### config.mk
export PLATFORM = sky130hd
export DESIGN_NAME = bf16_mul_sched
export DESIGN_NICKNAME = d
export VERILOG_FILES = /design/src/rtl/bf16_pkg.sv /design/src/rtl/bf16_rr_arb2.sv /design/src/rtl/bf16_mul_sched.sv
export SDC_FILE = /design/constraint.sdc
export NUM_CORES = 1
export LEC_CHECK = 0
export BUFFER_PORTS_ARGS = -buffer_cell sky130_fd_sc_hd__buf_2
export CORE_MARGIN = 4
export CORE_UTILIZATION = 25
export DETAILED_ROUTE_END_ITERATION = 10
export HOLD_SLACK_MARGIN = 0.06
export PLACE_DENSITY = 0.64
export SETUP_SLACK_MARGIN = 0.15
export SYNTH_ARGS = -nofsm -noshare
export SYNTH_HDL_FRONTEND = slang
export SYNTH_HIERARCHICAL = 1
export SYNTH_SLANG_ARGS = --single-unit
### constraint.sdc
create_clock -name clk -period 1.6 [get_ports clk]
set_input_delay 0.16 -clock clk [delete_from_list [all_inputs] [get_ports clk]]
set_output_delay 0.16 -clock clk [all_outputs]
set_load 0.02 [all_outputs]
### src/rtl/bf16_pkg.sv
// bf16_pkg: shared BF16 field widths, scheduler state and requester id types
package bf16_pkg;
    localparam int EXP_W = 8;
    localparam int MAN_W = 7;
    localparam int BF16_W = 1 + EXP_W + MAN_W;
    localparam int PREC_W = 3;
    localparam logic [PREC_W-1:0] PREC_MAX = 3'd6;
    typedef enum logic [1:0] {ST_RUN, ST_DRAIN, ST_DONE} sched_state_t;
    typedef logic req_id_t;
    function automatic logic [PREC_W-1:0] clamp_prec(input logic [PREC_W-1:0] p);
        return p > PREC_MAX ? PREC_MAX : p;
    endfunction
endpackage

### src/rtl/bf16_rr_arb2.sv
// bf16_rr_arb2: 2-way round-robin arbiter, one grant per cycle, requester 0 first after reset
module bf16_rr_arb2 import bf16_pkg::*; (
    input  logic clk,
    input  logic rst_n,
    input  logic en,
    input  logic valid0,
    input  logic valid1,
    output logic gnt0,
    output logic gnt1
);
    req_id_t prio;
    always_comb begin
        gnt0 = en && valid0 && (!valid1 || prio == 1'b0);
        gnt1 = en && valid1 && (!valid0 || prio == 1'b1);
    end
    // the winner hands priority to the other requester
    always_ff @(posedge clk or negedge rst_n) begin
        if (!rst_n) prio <= 1'b0;
        else if (gnt0 || gnt1) prio <= gnt0;
    end
endmodule

### src/rtl/bf16_mul_sched.sv
// bf16_mul_sched: shares one fixed-latency BF16 multiplier between two requesters with flush/drain.
// Optional grant counters when BF16_SCHED_STATS_EN is defined.
module bf16_mul_sched import bf16_pkg::*; #(
    parameter int MUL_LAT = 3
) (
    input  logic              clk,
    input  logic              rst_n,
    input  logic              req0_valid,
    input  logic              req1_valid,
    output logic              req0_ready,
    output logic              req1_ready,
    input  logic [BF16_W-1:0] req0_a,
    input  logic [BF16_W-1:0] req0_b,
    input  logic [BF16_W-1:0] req1_a,
    input  logic [BF16_W-1:0] req1_b,
    input  logic [PREC_W-1:0] req0_prec,
    input  logic [PREC_W-1:0] req1_prec,
    output logic              mul_valid,
    output logic [BF16_W-1:0] mul_a,
    output logic [BF16_W-1:0] mul_b,
    output logic [PREC_W-1:0] mul_prec,
    input  logic [BF16_W-1:0] mul_res,
    output logic              res0_valid,
    output logic              res1_valid,
    output logic [BF16_W-1:0] res_data,
    input  logic              flush_req,
    output logic              flush_done,
    output logic              busy
`ifdef BF16_SCHED_STATS_EN
    ,
    output logic [15:0]       grant_cnt0,
    output logic [15:0]       grant_cnt1
`endif
);
    sched_state_t state, state_nx;
    logic gnt0, gnt1;
    req_id_t mul_id;
    logic [MUL_LAT-1:0] tag_v, tag_id;

    bf16_rr_arb2 u_arb (
        .clk(clk),
        .rst_n(rst_n),
        .en(state == ST_RUN),
        .valid0(req0_valid),
        .valid1(req1_valid),
        .gnt0(gnt0),
        .gnt1(gnt1)
    );

    assign req0_ready = gnt0;
    assign req1_ready = gnt1;
    assign busy = mul_valid || (|tag_v);
    assign flush_done = state == ST_DONE;

    always_ff @(posedge clk or negedge rst_n) begin
        if (!rst_n) state <= ST_RUN;
        else state <= state_nx;
    end

    always_comb begin
        state_nx = state;
        if (state == ST_RUN && flush_req) state_nx = ST_DRAIN;
        if (state == ST_DRAIN && !busy) state_nx = ST_DONE;
        if (state == ST_DONE && !flush_req) state_nx = ST_RUN;
    end

    always_ff @(posedge clk or negedge rst_n) begin
        if (!rst_n) begin
            mul_valid <= 1'b0;
            mul_a <= '0;
            mul_b <= '0;
            mul_prec <= '0;
            mul_id <= 1'b0;
        end else begin
            mul_valid <= gnt0 || gnt1;
            if (gnt0 || gnt1) begin
                mul_a <= gnt1 ? req1_a : req0_a;
                mul_b <= gnt1 ? req1_b : req0_b;
                mul_prec <= clamp_prec(gnt1 ? req1_prec : req0_prec);
                mul_id <= gnt1;
            end
        end
    end

    // tag MSB lines up with mul_res of the matching issue
    always_ff @(posedge clk or negedge rst_n) begin
        if (!rst_n) begin
            tag_v <= '0;
            tag_id <= '0;
            res0_valid <= 1'b0;
            res1_valid <= 1'b0;
            res_data <= '0;
        end else begin
            tag_v <= MUL_LAT'({tag_v, mul_valid});
            tag_id <= MUL_LAT'({tag_id, mul_id});
            res0_valid <= tag_v[MUL_LAT-1] && !tag_id[MUL_LAT-1];
            res1_valid <= tag_v[MUL_LAT-1] && tag_id[MUL_LAT-1];
            if (tag_v[MUL_LAT-1]) res_data <= mul_res;
        end
    end

`ifdef BF16_SCHED_STATS_EN
    always_ff @(posedge clk or negedge rst_n) begin
        if (!rst_n) begin
            grant_cnt0 <= '0;
            grant_cnt1 <= '0;
        end else begin
            if (gnt0 && grant_cnt0 != 16'hFFFF) grant_cnt0 <= grant_cnt0 + 16'd1;
            if (gnt1 && grant_cnt1 != 16'hFFFF) grant_cnt1 <= grant_cnt1 + 16'd1;
        end
    end
`endif
endmodule

==> impl_metrics.yaml, run 1 <==
synth:
  synth_seq_cells: 64
  synth-compound-area-share: 0.08854
  synth_area_um2: 2643
  async_reset_ff_frac: 1.000
  yosysTopAreaCell: "dfrtp_1"
  synthCells: 223
  synth_fa_ha_area_frac: 0
  synth_top_family_by_area: "multiplexers"
  ys_warn_count: 6
  syn_area_per_cell_um2: 11.85
  yosys-top-cells-count: "dfrtp_1, nand2_1, o21ai_0"
  ys.flop_type: "dfrtp_1"
  yosysTopAreaCellShare: 0.6061
  ys_types: 21
  synth_fp_nets: 314
  synth-simple-area-share: 0.07386
  yosys-mux-area-fraction: 0.1970
  synth-edff-count: 0
  ys_seq_area_frac: 0.6061
  synthTopCellsByArea: "dfrtp_1, mux2i_1, mux2_2"
  synth_xor_area_frac: 0
  yosysMostFrequentCell: "dfrtp_1"
floorplan:
  num_io_pins: 149
  start_util: 0.2560
  rows: 37
  dieArea_um2: 12280
  chipWidth_um: 110.8
  fp.dieH_um: 110.8
  core_um2: 10320
timing:
  skew_ps: 6.718
  max_freq_mhz: 642.1
  rsz0062_at_grt: "true"
  hold_slack_ps: 80.75
  hold_viol: 0
  tightest_slew_ps: 338.4
  finalSetupViolCount: 0
  max_slew_margin: 0.7744
  tns_ps: 0
  fin_crit_ps: 1557
  period_share: 0.9733
  maxSlewViolCount: 0
cells_and_area:
  areaGrowthSynthToFinish_pct: 72.92
  fin_nets: 529
  postLayoutCellArea_um2: 4569
  drive_above_1_share: 0.4774
  antenna_cells: 0
  fin_cells: 578
route:
  firstDrtPassIters: 5
  dr_total_vias: 2469
  routed_wl_um: 7836
  drc_errors: 0
  vias_per_cell: 4.272
  routedWlPerCell_um: 13.56
  drtIter0Drc: 72
  ant_nets: 0
place:
  portBuffers: 148
  placed_cell_area_um2: 3615
  dp_cells: 500
  gp_congestion: 0.7055
  dp_hpwl_um: 4937
pwr:
  leakagePower_uw: 0.002145
  peakVddDrop_v: 0.0006368
  power_density_nw_per_um2: 1777
  finalPower_uw: 8118
critical_path:
  arrival_ps: 1750
  cp.required_ps: 1790
  worstSetupPathType: "register to register"
  worstReg2RegStart: "state[1]"
  rr_worst_depth: 7
  crit_family: "flip-flops"
  cp_max_fo: 8
  cp.buffers_inverters: 2
  reg2reg_setup_slack_ps: 40
  cp_slowest_cell: "dfrtp_1"
  crit_start: "state[1]"
  crit_chain: "nor2_4 -> nand2_2 -> a21oi_4 -> buf_6 -> buf_12 -> mux2i_1 -> o21ai_0"
  start_kind: "register"
  max_stage_delay_ps: 420
  r2r_end: "mul_b[7]"
  endpoint_kind: "register"
cts:
  cts_root_buf: "clkbuf_8"
  cts_tree: "built"
  cts_max_path_buffers: 2
  clock_latency_ps: 330
  cts.htree.levels: 3
  clk_pin_slew_ps: 70
  clkSinkCount: 64
  cts_made_buffers: 9
grt:
  gr-total-overflow: 0
  grt_pass1_vias: 2706
  grt_pass1_wl_um: 13230
  grt_antenna_before_repair: 0
  grt_max_degree: 65
  grtUsageTotal: 0.1333
min_path:
  hold_depth: 2
  min_to: "res_data[15]"
  hp-start: "mul_res[15]"
  min_path_type: "input port to register"
run_status:
  status: "finished, final reports clean"
run:
  max_cap_violations: 0
## layout make-up
| class | instances | area [um2] |
|---|---|---|
| timing repair buffer | 218 | 1563 |
| multi-input combinational | 141 | 999.7 |
| inverter | 4 | 15.01 |
| clock inverter | 3 | 65.06 |
| tap | 136 | 170.2 |
| sequential | 64 | 1602 |
| clock buffer | 12 | 155.1 |
| fill | 940 | 5754 |
## cell usage in the layout (no fill, tap or decap), types with 3 or more instances in the layout
| master | instances |
|---|---|
| buf_2 | 145 |
| mux2i_1 | 32 |
| buf_4 | 9 |
| dfrtp_1 | 64 |
| clkbuf_8 | 11 |
| o21ai_0 | 6 |
| buf_12 | 5 |
| buf_6 | 3 |
| dlygate4sd3_1 | 49 |
| mux2_2 | 16 |
| nand2_1 | 36 |
| inv_1 | 4 |
| a21oi_1 | 3 |
| o21ai_1 | 29 |
| buf_8 | 4 |
## logic make-up after synthesis
kind of cell	after synthesis
compound gates	44
buf+inv	18
flops	64
mux	50
simple gates	47
## flip-flops by register name, summed over array words and instances, names as in the netlist
name        flops
mul_a          16
mul_b          16
res_data       16
mul_prec        3
tag_id          3
tag_v           3
state           2
mul_id          1
mul_valid       1
res0_valid      1
res1_valid      1
u_arb/prio      1
## metrics by stage
stage                     setup WS, ps  utilization
after floorplan                  39.55            -
after global placement           117.3       0.3501
after detailed placement         38.41       0.3501
after CTS                        15.05       0.4367
after global routing            -50.69       0.4426
final                            42.67       0.4426
## metal layers
metal	wire length, um	vias to the layer above	part of all wire	track usage
met4	166	0	0.021	0.05419
met3	534	15	0.068	0.04476
met5	0	-	0	0
met1	3321	1151	0.42	0.1615
li1	-	1196	-	-
met2	3812	107	0.49	0.2176
## worst reg2reg max path: cells and delay by family (launching register included)
family | cells | cell delay [ps]
AND/OR/NAND/NOR | 2 | 230
flip-flops | 1 | 420
multiplexers | 1 | 190
buffers and inverters | 2 | 320
AO/OA/AOI/OAI | 2 | 260
## report_power, final
group	total [uW]	internal (uW)	leakage, uW	switching [uW]
clock	1530	953	0.000112	580
combinational	3760	1690	0.00125	2070
sequential	2820	2410	0.000779	414
## repair_timing
item,in CTS,in global routing
endpoints found under the hold margin,112,0
resized for setup,15,24
pin swaps,4,3
endpoints found under the setup margin,38,39
setup buffers,10,1
cloned,2,1
hold buffers,49,0
## worst max path at each step
| stage | endpoint | cells past startpoint | slack (ps) |
|---|---|---|---|
| 2_1_floorplan | mul_b[5] | 7 | 40 |
| 3_3_place_gp | mul_prec[0] | 7 | 120 |
| 3_5_place_dp | mul_a[3] | 6 | 40 |
| 4_1_cts | mul_b[1] | 7 | 20 |
| 5_1_grt | mul_b[1] | 7 | -50 |
| 6_report | mul_b[7] | 7 | 40 |
Power figures use the tool's default switching activity.
==> inputs of run 2 (changes only) <==
--- a/config.mk
+++ b/config.mk
@@ -7,10 +7,10 @@
 export LEC_CHECK = 0
 export BUFFER_PORTS_ARGS = -buffer_cell sky130_fd_sc_hd__buf_2
 export CORE_MARGIN = 4
-export CORE_UTILIZATION = 25
+export CORE_UTILIZATION = 40
 export DETAILED_ROUTE_END_ITERATION = 10
 export HOLD_SLACK_MARGIN = 0.06
-export PLACE_DENSITY = 0.64
+export PLACE_DENSITY = 0.89
 export SETUP_SLACK_MARGIN = 0.15
 export SYNTH_ARGS = -nofsm -noshare
 export SYNTH_HDL_FRONTEND = slang
==> run 2 against run 1 <==
Against the previous run: flip-flop and latch count unchanged; sequential power is essentially flat; clock skew rose by 2.3 ps; routed wire length increased by 3.0%; clock-buffer cell count down 3; register-to-register slack hardly changed; setup slack got worse by 26 ps; fmax shrank 1.7%; critical path depth is 2 lower; largest cell class unchanged; design area fell by 1.8%; die area down 35%; sequential share of layout area increased by 0.64 points.
==> impl_metrics.yaml, run 2 (same netlist as run 1, synthesis figures left out) <==
run_status:
  status: "finished, final reports clean"
grt:
  grtUsageTotal: 0.2021
  grt_antenna_before_repair: 0
  grt_pass1_vias: 2649
  gr-total-overflow: 0
  grt_max_degree: 65
  grt_pass1_wl_um: 12150
critical_path:
  endpoint_kind: "output port"
  crit_chain: "nor2_4 -> nand2_2 -> a21oi_4 -> buf_12 -> buf_8"
  max_stage_delay_ps: 420
  cp_max_fo: 3
  cp.required_ps: 1440
  cp.buffers_inverters: 2
  cp_slowest_cell: "dfrtp_1"
  worstSetupPathType: "register to output port"
  arrival_ps: 1420
  crit_family: "flip-flops"
  start_kind: "register"
timing:
  fin_crit_ps: 1584
  finalSetupViolCount: 0
  rsz0062_at_grt: "true"
  period_share: 0.9898
  max_slew_margin: 0.7705
  hold_viol: 0
  skew_ps: 8.976
  max_freq_mhz: 631.4
  tightest_slew_ps: 344.2
  maxSlewViolCount: 0
route:
  route.met2.wl_um: 4190
  ant_nets: 0
  firstDrtPassIters: 4
  routed_wl_um: 8068
  wl_met1_um: 3080
  drtIter0Drc: 38
  drc_errors: 0
  dr_total_vias: 2489
  dr_wl_met3_um: 644
  vias_per_cell: 4.787
  routedWlPerCell_um: 15.52
  top_layer_used: "met4"
place:
  gp_congestion: 0.7258
  portBuffers: 148
  dp_cells: 442
  dp_hpwl_um: 4776
  placed_cell_area_um2: 3548
pwr:
  leakagePower_uw: 0.002142
  power_density_nw_per_um2: 1796
  peakVddDrop_v: 0.001164
floorplan:
  num_io_pins: 149
  dieArea_um2: 7971
  rows: 29
  core_um2: 6386
  fp.dieH_um: 89.28
  start_util: 0.4138
  chipWidth_um: 89.28
cts:
  clk_pin_slew_ps: 70
  cts_tree: "built"
  cts_root_buf: "clkbuf_8"
  cts_max_path_buffers: 2
  clock_latency_ps: 330
  cts.htree.levels: 3
  cts_made_buffers: 9
  clkSinkCount: 64
cells_and_area:
  layout_commonest_cell: "buf_2"
  reg_top3: "mul_a (16), mul_b (16), res_data (16)"
  fin_nets: 529
  areaGrowthSynthToFinish_pct: 69.84
  fin_cells: 520
  postLayoutCellArea_um2: 4488
  drive_above_1_share: 0.4966
  antenna_cells: 0
  final_cell_mix: "buf_2, dfrtp_1, dlygate4sd3_1, nand2_1, o21ai_1"
run:
  max_cap_violations: 0
min_path:
  min_path_type: "input port to register"
==> run 2: layout make-up <==
type                            instances  area [um2]
Inverter                                4       20.02
Multi-Input combinational cell        141        1007
Timing Repair Buffer                  218        1567
Sequential cell                        64        1602
Tap cell                               77       96.34
Clock buffer                            9       123.9
Fill cell                             458        1898
Clock inverter                          7       72.57
==> run 2: final timing paths <==
| kind | from | cells after the start | to | slack, ps |
|---|---|---|---|---|
| max | state[1] | 5 | req0_ready | 20 |
| min | mul_res[1] | 2 | res_data[1] | 70 |
| max reg2reg | state[1] | 7 | mul_b[9] | 40 |
| min reg2reg | tag_id[0] | 0 | tag_id[1] | 350 |
| max in group asynchronous | rst_n | 3 | mul_a[11] | 940 |
| min in group asynchronous | rst_n | 3 | mul_a[13] | 370 |
==> run 2: report_power, final <==
group	total [uW]	internal, uW	switching [uW]
clock network	1350	718	633
logic	3870	1740	2130
registers	2840	2410	432
==> run 2: metal layers <==
layer | up-vias | track usage
met5 | - | 0
met3 | 15 | 0.04977
li1 | 1197 | -
met4 | 0 | 0.07442
met2 | 113 | 0.3664
met1 | 1164 | 0.2289
==> run 2: what timing repair did <==
item                                   CTS  global route
endpoints found under the hold margin  107             1
gates cloned                             2             2
setup buffers                           12             1
hold buffers                            44             1
setup endpoints to repair               38            39
resized for setup                       18            30
pin swaps                                4             7
==> run 2: per-stage QoR <==
step	setup WS, ps	hold WS [ps]	utilization	total power [uW]	setup TNS, ps
2_1_floorplan	39.55	-135.6	-	4985	0
3_3_place_gp	121.9	194.6	0.5556	6001	0
3_5_place_dp	32.81	201.0	0.5556	6139	0
4_1_cts	22.64	60.46	0.6865	7905	0
5_1_grt	-62.46	66.38	0.7028	8575	-248.1
6_report	16.25	71.57	0.7028	8062	0
==> inputs of run 3 (changes only) <==
--- a/config.mk
+++ b/config.mk
@@ -11,7 +11,7 @@
 export DETAILED_ROUTE_END_ITERATION = 10
 export HOLD_SLACK_MARGIN = 0.06
 export PLACE_DENSITY = 0.89
-export SETUP_SLACK_MARGIN = 0.15
+export SETUP_SLACK_MARGIN = 0.5
 export SYNTH_ARGS = -nofsm -noshare
 export SYNTH_HDL_FRONTEND = slang
 export SYNTH_HIERARCHICAL = 1
==> run 3 against run 2 <==
Against the previous run: core utilization increased by 1.2 points; power grew 1.6%; clock-buffer cell count up 2; largest cell class is now buffers.
==> impl_metrics.yaml, run 3 (same netlist as run 1, synthesis figures left out) <==
route:
  vias_per_cell: 4.875
  ant_nets: 0
  routed_wl_um: 8372
  dr_total_vias: 2540
  firstDrtPassIters: 4
  drc_errors: 0
  routedWlPerCell_um: 16.07
  drtIter0Drc: 66
pwr:
  peakVddDrop_v: 0.001314
  leakagePower_uw: 0.002158
  finalPower_uw: 8191
  power_density_nw_per_um2: 1793
cts:
  clock_latency_ps: 330
  cts_tree: "built"
  clk_pin_slew_ps: 70
  cts_root_buf: "clkbuf_8"
  clkSinkCount: 64
  cts_max_path_buffers: 2
  cts_made_buffers: 9
  cts.htree.levels: 3
floorplan:
  rows: 29
  start_util: 0.4138
  chipWidth_um: 89.28
  fp.dieH_um: 89.28
  dieArea_um2: 7971
  num_io_pins: 149
  core_um2: 6386
timing:
  tightest_slew_ps: 339.0
  finalSetupViolCount: 0
  hold_slack_ps: 83.95
  period_share: 0.9849
  fin_crit_ps: 1576
  rsz0062_at_grt: "true"
  hold_viol: 0
  setup_slack_ps: 24.11
  max_slew_margin: 0.7740
  max_freq_mhz: 634.6
  skew_ps: 9.148
  maxSlewViolCount: 0
critical_path:
  cp_slowest_cell: "or4_4"
  cp_max_fo: 2
  cp.required_ps: 1440
  crit_chain: "or4_4 -> buf_6"
  worstSetupPathType: "register to output port"
  arrival_ps: 1420
  start_kind: "register"
  cp.buffers_inverters: 1
  crit_family: "simple AND/OR/NAND/NOR gates"
  max_stage_delay_ps: 550
  endpoint_kind: "output port"
place:
  placed_cell_area_um2: 3543
  pre_cts_ws_ps: 54.12
  dp_cells: 443
  dp_hpwl_um: 4834
  portBuffers: 148
  gp_congestion: 0.7638
min_path:
  min_path_type: "input port to register"
cells_and_area:
  num-fill-cells: 460
  final_cell_mix: "buf_2, dfrtp_1, dlygate4sd3_1, nand2_1, o21ai_1"
  areaGrowthSynthToFinish_pct: 72.82
  layout_commonest_cell: "buf_2"
  fin_cells: 521
  postLayoutCellArea_um2: 4567
  drive_above_1_share: 0.5045
  reg_top3: "mul_a (16), mul_b (16), res_data (16)"
  antenna_cells: 0
  fin_nets: 530
run:
  max_cap_violations: 0
grt:
  grt_pass1_wl_um: 12420
  gr-total-overflow: 0
  grt_max_degree: 65
  grt_antenna_before_repair: 0
  grtUsageTotal: 0.2090
  grt_pass1_vias: 2713
run_status:
  status: "finished, final reports clean"
==> run 3: per-stage QoR <==
stage	setup TNS, ps	util
global route	-401.7	0.7151
detailed placement	0	0.5549
CTS	0	0.6928
global placement	0	0.5549
floorplan	0	-
finish	0	0.7151
==> run 3: cell type report <==
class,instances,area (um2),area share
Clock buffer,11,151.4,0.03315
Timing Repair Buffer,219,1625,0.3559
Tap cell,77,96.34,0.02110
Inverter,4,25.02,0.005479
Clock inverter,5,31.28,0.006849
Multi-Input combinational cell,141,1036,0.2268
Sequential cell,64,1602,0.3507
==> run 3: worst paths after layout <==
kind / cells after the start / slack [ps] / end / start
setup / recovery: 2 / 20 / busy / tag_v[1]
min in group asynchronous: 3 / 360 / res_data[4] / rst_n
hold reg to reg: 0 / 350 / tag_id[2] / tag_id[1]
max in group asynchronous: 3 / 940 / mul_a[8] / rst_n
hold / removal: 2 / 80 / res_data[1] / mul_res[1]
setup reg to reg: 7 / 30 / mul_b[13] / state[1]
==> run 3: repair_timing <==
| action | 4_1_cts | 5_1_grt |
|---|---|---|
| gates cloned | 3 | 1 |
| gates resized for setup | 32 | 43 |
| setup buffers | 10 | 1 |
| hold buffers | 47 | 0 |
| setup endpoints to repair | 44 | 61 |
| endpoints found under the hold margin | 110 | 0 |
| pin swaps | 3 | 6 |
==> run 3: worst register-to-register path, cell delays in order, from the launching register on <==
cell	delay (ps)
dfrtp_1	410
nor2_4	150
nand2_2	90
a21oi_4	180
buf_8	180
clkbuf_16	170
mux2i_1	190
o21ai_1	80
==> run 3: report_power, final <==
part,total [uW],switching [uW],internal [uW]
combinational,4080,2200,1880
sequential,2870,465,2410
clock,1240,598,641
==> run 3: routing by layer <==
layer / up-vias / share of wire / track usage
li1: 1197 / - / -
met5: - / 0 / 0
met1: 1207 / 0.36 / 0.2207
met3: 18 / 0.075 / 0.04885
met2: 118 / 0.54 / 0.3851
met4: 0 / 0.022 / 0.1055
